## config.mk

```make
export PLATFORM = sky130hd
export DESIGN_NAME = led_pattern_gen
export DESIGN_NICKNAME = d
export VERILOG_FILES = /design/src/rtl/led_pattern_gen.sv
export SDC_FILE = /design/constraint.sdc
export NUM_CORES = 1
export LEC_CHECK = 0
export ABC_AREA = 0
export CAP_MARGIN = 40
export CORE_UTILIZATION = 30
export CTS_BUF_LIST = sky130_fd_sc_hd__clkbuf_16
export DETAILED_ROUTE_END_ITERATION = 10
export PLACE_DENSITY = 0.48
export SLEW_MARGIN = 20
export SYNTH_ARGS = -nofsm -noshare
export SYNTH_HDL_FRONTEND = slang
export SYNTH_SLANG_ARGS = --single-unit
```

## constraint.sdc

```tcl
create_clock -name CLOCK_IN -period 2.3 [get_ports CLOCK_IN]
set_clock_uncertainty 0.2 [all_clocks]
set_input_delay 0.69 -clock CLOCK_IN [delete_from_list [all_inputs] [get_ports CLOCK_IN]]
set_output_delay 0.69 -clock CLOCK_IN [all_outputs]
set_load 0.02 [all_outputs]
```

## src/rtl/led_pattern_gen.sv

```systemverilog
// Multi-channel LED driver: shared prescaler/phase/PWM timebase feeding
// per-channel off/on/blink/PWM selection, with registered outputs.
module led_pattern_gen #(
  parameter int NUM_CH   = 4,
  parameter int CH_SEL_W = 2,
  parameter int PRESC_W  = 20,
  parameter int PHASE_W  = 16,
  parameter int DUTY_W   = 8
) (
  input  logic                CLOCK_IN,
  input  logic                RESET,
  input  logic                CFG_WE,
  input  logic [CH_SEL_W-1:0] CFG_CH,
  input  logic [1:0]          CFG_MODE,
  input  logic [3:0]          CFG_RATE,
  input  logic [DUTY_W-1:0]   CFG_DUTY,
  input  logic                CFG_SYNC,
  output logic [NUM_CH-1:0]   LED_OUT,
  output logic                TICK
);

  localparam logic [PRESC_W-1:0] PRESC_ONE = 1;
  localparam logic [PHASE_W-1:0] PHASE_ONE = 1;
  localparam logic [DUTY_W-1:0]  DUTY_ONE  = 1;

  logic [PRESC_W-1:0] presc_q, presc_d;
  logic [PHASE_W-1:0] phase_q, phase_d;
  logic [DUTY_W-1:0]  pwm_cnt_q, pwm_cnt_d;

  logic [1:0]        mode_q [NUM_CH];
  logic [1:0]        mode_d [NUM_CH];
  logic [3:0]        rate_q [NUM_CH];
  logic [3:0]        rate_d [NUM_CH];
  logic [DUTY_W-1:0] duty_q [NUM_CH];
  logic [DUTY_W-1:0] duty_d [NUM_CH];

  logic [NUM_CH-1:0] led_q, led_d;
  logic              tick_q, tick_d;
  logic [NUM_CH-1:0] blink_bit;

  // Rates beyond the phase counter saturate to its slowest bit.
  function automatic int rate_sel(input logic [3:0] r);
    if (int'(r) >= PHASE_W) return PHASE_W - 1;
    return int'(r);
  endfunction

  always_comb begin
    presc_d   = presc_q + PRESC_ONE;
    phase_d   = (&presc_q) ? phase_q + PHASE_ONE : phase_q;
    pwm_cnt_d = pwm_cnt_q + DUTY_ONE;
    tick_d    = &presc_q;
    if (CFG_SYNC) begin
      presc_d   = '0;
      phase_d   = '0;
      pwm_cnt_d = '0;
    end
  end

  always_comb begin
    for (int i = 0; i < NUM_CH; i++) begin
      mode_d[i] = mode_q[i];
      rate_d[i] = rate_q[i];
      duty_d[i] = duty_q[i];
      if (CFG_WE && (CFG_CH == CH_SEL_W'(i))) begin
        mode_d[i] = CFG_MODE;
        rate_d[i] = CFG_RATE;
        duty_d[i] = CFG_DUTY;
      end
    end
  end

  always_comb begin
    blink_bit = '0;
    for (int i = 0; i < NUM_CH; i++) begin
      for (int j = 0; j < PHASE_W; j++) begin
        if (rate_sel(rate_q[i]) == j) blink_bit[i] = phase_q[j];
      end
    end
  end

  always_comb begin
    led_d = '0;
    for (int i = 0; i < NUM_CH; i++) begin
      case (mode_q[i])
        2'd0:    led_d[i] = 1'b0;
        2'd1:    led_d[i] = 1'b1;
        2'd2:    led_d[i] = blink_bit[i];
        default: led_d[i] = (pwm_cnt_q < duty_q[i]);
      endcase
    end
  end

  always_ff @(posedge CLOCK_IN) begin
    if (RESET) begin
      presc_q   <= '0;
      phase_q   <= '0;
      pwm_cnt_q <= '0;
      led_q     <= '0;
      tick_q    <= 1'b0;
      for (int i = 0; i < NUM_CH; i++) begin
        mode_q[i] <= '0;
        rate_q[i] <= '0;
        duty_q[i] <= '0;
      end
    end else begin
      presc_q   <= presc_d;
      phase_q   <= phase_d;
      pwm_cnt_q <= pwm_cnt_d;
      led_q     <= led_d;
      tick_q    <= tick_d;
      for (int i = 0; i < NUM_CH; i++) begin
        mode_q[i] <= mode_d[i];
        rate_q[i] <= rate_d[i];
        duty_q[i] <= duty_d[i];
      end
    end
  end

  assign LED_OUT = led_q;
  assign TICK    = tick_q;

endmodule

```

# Word-level counts from Yosys, hierarchy flattened
# Memories as Yosys holds them, arrays and structs flattened.
# Index checks and enable logic that the tools add are counted.
# W data, S select, Z words.
[word_totals]
elab_cells = 208
ff_bits = 49
in_bits = 20
output_inout_bits = 5
mem_count = 3
ramBits = 56
latchBits = 0
mem_bits_ro = 0
[mem_list]
columns = ["memory", "depth", "word_bits", "read_ports", "rd_clocked_by_memory_dff", "wr", "line", "rtl"]
rows = [
  ["duty_q", 4, 8, 4, 0, 4, "34", "logic [DUTY_W-1:0] duty_q [NUM_CH];"],
  ["rate_q", 4, 4, 4, 0, 4, "32", "logic [3:0] rate_q [NUM_CH];"],
  ["mode_q", 4, 2, 4, 0, 4, "30", "logic [1:0] mode_q [NUM_CH];"],
]
[classes]
n_reduce_logical = 15
n_div = 0
n_lt_le_gt_ge = 4
bitwise = 12
n_mux = 95
eq_ne = 71
add_sub_neg = 3
n_mul = 0
n_shift = 0
[op_table]
columns = ["cell", "count"]
rows = [
  ["$eq A4 B4 Y1 const B", 32],
  ["$mux W1", 67],
  ["$eq A4 B3 Y1 const B", 16],
  ["$mux W8", 8],
  ["$eq A4 B2 Y1 const B", 8],
  ["$lt A8 B8 Y1", 4],
  ["$mux W4", 8],
  ["$add A20 B1 Y20 const B", 1],
  ["$reduce_and A20 Y1", 1],
  ["$add A16 B1 Y16 const B", 1],
  ["$eq A4 B1 Y1 const B", 4],
  ["$logic_not A4 Y1", 4],
  ["$mux W2", 8],
  ["$eq A2 B2 Y1 const B", 6],
  ["$or A1 B1 Y1", 12],
  ["$pmux W1 S3", 4],
  ["$eq A2 B1 Y1 const B", 5],
  ["$logic_not A2 Y1", 5],
  ["$add A8 B1 Y8 const B", 1],
  ["$logic_and A1 B1 Y1", 4],
  ["$reduce_or A2 Y1", 1],
]

# Longest topological paths before layout
[depth]
ltp_word = 18
depth_mapped = 7
depth_no_buf = 7

# Worst setup path after synthesis
# No wires, ideal clock.
[synth_timing]
path_type = "reg-to-reg"
from = "reg presc_q[0]"
to = "reg phase_q[7]"
required_ns = 2.041
path_buffers = 1
t_arrival_ns = 1.863
period_less_slack_ns = 2.122
stages_incl_launch_ff = 8
setup_ns = 0.059
slack_ns = 0.178
path_cell_list = "dfxtp_1 > ha_1 > and3_2 > nand4_4 > or3_4 > buf_6 > or4_1 > nand2_1"
[synth_between]
elab_chain_cells = 1
[synth_lines]
columns = ["item", "line", "rtl"]
rows = [
  ["start, declared", "26", "logic [PRESC_W-1:0] presc_q, presc_d;"],
  ["start signal, assigned", "106", "presc_q <= presc_d;"],
  ["$reduce_and A20 Y1", "49", "phase_d = (&presc_q) ? phase_q + PHASE_ONE : phase_q;"],
  ["end signal, assigned", "107", "phase_q <= phase_d;"],
  ["end, declared", "27", "logic [PHASE_W-1:0] phase_q, phase_d;"],
]
# No other way between the ends.
# A chain may end at the register's enable or synchronous reset.

# Worst setup path after layout
[layout_timing]
from = "reg led_q[0] (netlist: LED_OUT[0])"
to = "out LED_OUT[0]"
[layout_rtl]
columns = ["item", "line", "rtl"]
rows = [
  ["start, declared", "37", "logic [NUM_CH-1:0] led_q, led_d;"],
  ["start signal, assigned", "109", "led_q <= led_d;"],
  ["end, declared", "18", "output logic [NUM_CH-1:0] LED_OUT,"],
]
# No word-level cell between the ends.

==> flow_summary_export.csv <==
group,metric,value,unit
yosys,synthFlopType,"dfxtp_1",
yosys,avgSynthCellArea,8.04,um^2
sta,final.period_utilization,94.1,%
floorplan,die_area,18700,um^2
cts,ctsHtreeMaxLevel,3,
worst_setup_path,worst_path_max_delay_cell,"clkdlybuf4s50_1",
worst_setup_path,start_kind,"register",
global_routing,grt_first_pass_wirelength,22.8,mm
yosys,synth_area_leaders,"dfxtp_1 39%, nand2_1 10%, ha_1 7.1%, a21oi_1 7.1%, nor2_1 2.7%",
global_routing,antenna_found_initial,0,
yosys,netlist_area,5440,um^2
yosys,post-synth-top-area-cell,"dfxtp_1",
power_and_ir_drop,power.leakage,0.00224,uW
cells_and_area,ff_latch_area,2100,um^2
worst_setup_path,path_cells,"clkdlybuf4s50_1",
cts,numCtsBuffers,9,
global_routing,grt_overflow_total,0,
job,maxCapViolCount,0,
cells_and_area,multiInputGateArea,3040,um^2
cts,clock_latency,0.35,ns
yosys,ys_warn_count,0,
yosys,synth.distinct_cells,56,
worst_setup_path,crit_family,"buffers and inverters",
global_routing,grt-busiest-layer,"met2",
routing,antenna_left,0,
power_and_ir_drop,switching_power,874,uW
global_routing,use_met3,2.19,%
sta,maxSlewViolCount,0,
cells_and_area,final_util,36.6,%
yosys,synth_top_area_share,38.6,%
cells_and_area,final_area,6390,um^2
routing,vias,4656,
routing,wl,14.0,mm
cells_and_area,drive_gt1_share,9.62,%
cells_and_area,diodes,0,
power_and_ir_drop,seq_power_share,48.4,%
worst_setup_path,cp.required,1.41,ns
sta,setup_viol,0,
yosys,syn_nets,728,
routing,dr.first_iter.drc_count,222,
placed_design,hpwl,10.2,mm
cts,cts_root_buf,"clkbuf_16",
power_and_ir_drop,comb_power_share,6.9,%
sta,rsz0062_at_grt,"no",
global_routing,grt_max_degree,37,
cts,cts_buffer_depth,2,
yosys,async_reset_ff_share,0,%
yosys,synthCells,677,
floorplan,die_w,137,um
worst_setup_path,worstSetupPathType,"register to output pin",
placed_design,place.port_buffers,24,
power_and_ir_drop,ir_worst_vdd,0.404,mV
placed_design,placed_area,6040,um^2
global_routing,grtUsageTotal,15.9,%
global_routing,met2_usage,26.3,%
floorplan,rows,48,
floorplan,coreArea,17500,um^2
sta,worst_slew_pin_slew,0.462,ns
outcome,outcome,"complete, no violations",
sta,finalCriticalPeriod,2.17,ns
global_routing,grt_pass1_vias,4398,
yosys,synth-edff-count,0,
routing,drtPass1Iterations,5,
cells_and_area,final_common_cell,"nand2_1",
routing,detail_route.vias_per_cell,5.00,
worst_setup_path,end_kind,"output pin",
placed_design,place.gp.congestion,0.828,
cts,cts_tree,"yes",
sta,relSlewSlack,68.4,%
cells_and_area,final_net_count,754,
sta,finalHoldViolCount,0,
routing,drc,0,
worst_setup_path,cp_num_buf_inv,1,
floorplan,start_util,31.1,%
worst_setup_path,worstPathArrival,1.28,ns
cells_and_area,final_cell_mix,"147 x nand2_1, 105 x dfxtp_1, 77 x a21oi_1",
worst_hold_path,hp-class,"register to register",
routing,wl_per_cell,15.1,um
global_routing,gr-usage-met1,20.2,%
cells_and_area,areaGrowthSynthToFinish,17.4,%
cells_and_area,fillers,1766,
floorplan,ioPinCount,25,
power_and_ir_drop,powerDensity,611,nW/um^2
cts,cts_num_sinks,105,
sta,fmax,462,MHz
power_and_ir_drop,clkPwrFrac,44.7,%
worst_setup_path,max_stage_delay,0.60,ns
worst_setup_path,cp_max_fo,1,
power_and_ir_drop,intPower,3030,uW
power_and_ir_drop,switching_share,22.4,%
floorplan,die_h,137,um
yosys,yosysSeqAreaShare,38.6,%
yosys,ys_ff_latch,105,
cts,clk_pin_slew,0.07,ns
flip-flops by register name (all words and copies together) (netlist names):
register and cells:
duty_q 32, mode_q 8, TICK 1, phase_q 16
presc_q 20, LED_OUT 4, rate_q 16, pwm_cnt_q 8
final timing paths:
kind	from	to	slack (ns)	cells past startpoint
setup / recovery	LED_OUT[0]	LED_OUT[0]	0.13	1
hold / removal	duty_q[0][3]	duty_q[0][3]	0.26	2
setup reg to reg	presc_q[0]	phase_q[14]	0.16	6
hold reg to reg	duty_q[0][3]	duty_q[0][3]	0.26	2
layer usage:
| metal | share of wire (%) | vias to the layer above |
|---|---|---|
| met2 | 48 | 69 |
| li1 | - | 2398 |
| met5 | 0 | - |
| met3 | 2.1 | 20 |
| met1 | 47 | 2169 |
| met4 | 2.1 | 0 |
worst register-to-register path: cells and delay by family, from the launching register on:
kind,cells,cell delay [ns]
DFF,1,0.37
adders and majority gates,1,0.20
and+or+nand+nor,5,1.31
timing repair:
action                                  CTS  global route
setup buffers                             0             2
endpoints found under the setup margin    0             1
hold buffers                              0             0
gates resized for setup                   0             1
layout make-up:
cell class,instances,share of cell area [%]
inverter,34,2.00
clock buffer,9,3.53
timing repair buffer,55,7.91
multi-input combinational,498,47.6
tap,225,4.41
clock inverter,6,1.68
sequential,105,32.9
power by group through the flow:
| stage | Combinational (uW) | Sequential (uW) | Clock (uW) |
|---|---|---|---|
| after CTS | 274 | 1890 | 1800 |
| after detailed placement | 272 | 1930 | 0 |
| final | 269 | 1890 | 1740 |
| after global routing | 299 | 1890 | 1870 |
| after floorplan | 153 | 1920 | 0 |
| after global placement | 267 | 1930 | 0 |
cell usage after synthesis (4+ instances only):
cell / instances
a2111oi_0: 4
a21oi_1: 77
and2_1: 4
and3_1: 7
and4_1: 4
clkbuf_1: 32
dfxtp_1: 105
ha_1: 31
inv_1: 34
mux2_2: 4
mux2i_1: 13
mux4_2: 5
nand2_1: 147
nand2b_1: 11
nand3_1: 25
nand4_1: 12
nor2_1: 39
nor3_1: 6
o211ai_1: 10
o21ai_0: 16
o22ai_1: 4
or3_1: 5
or4_1: 11
xnor2_1: 12
xor2_1: 11
kinds of logic (layout without fill, tap and decap cells):
logic type,Yosys count,after routing,share of synthesized area (%)
adder cells (fa/ha/maj),31,31,7.13
XOR/XNOR,23,23,3.70
buffers and inverters,74,104,5.61
AO/OA/AOI/OAI,130,130,13.9
multiplexers,22,22,5.29
flip-flops,105,105,38.6
AND/OR/NAND/NOR,292,292,25.7
stage by stage:
stage / cells / power [uW] / setup WS (ns) / setup TNS, ns / hold WS, ns
after detailed placement: 915 / 2200 / -0.129 / -1.14 / 0.247
after global placement: 915 / 2190 / -0.0815 / -0.832 / 0.240
final: 932 / 3900 / 0.135 / 0 / 0.256
after CTS: 930 / 3960 / 0.0875 / 0 / 0.257
after floorplan: 677 / 2070 / 0.178 / 0 / 0.226
after global routing: 932 / 4060 / 0.0445 / 0 / 0.275
Note: power is estimated with default switching activity, not from simulation.
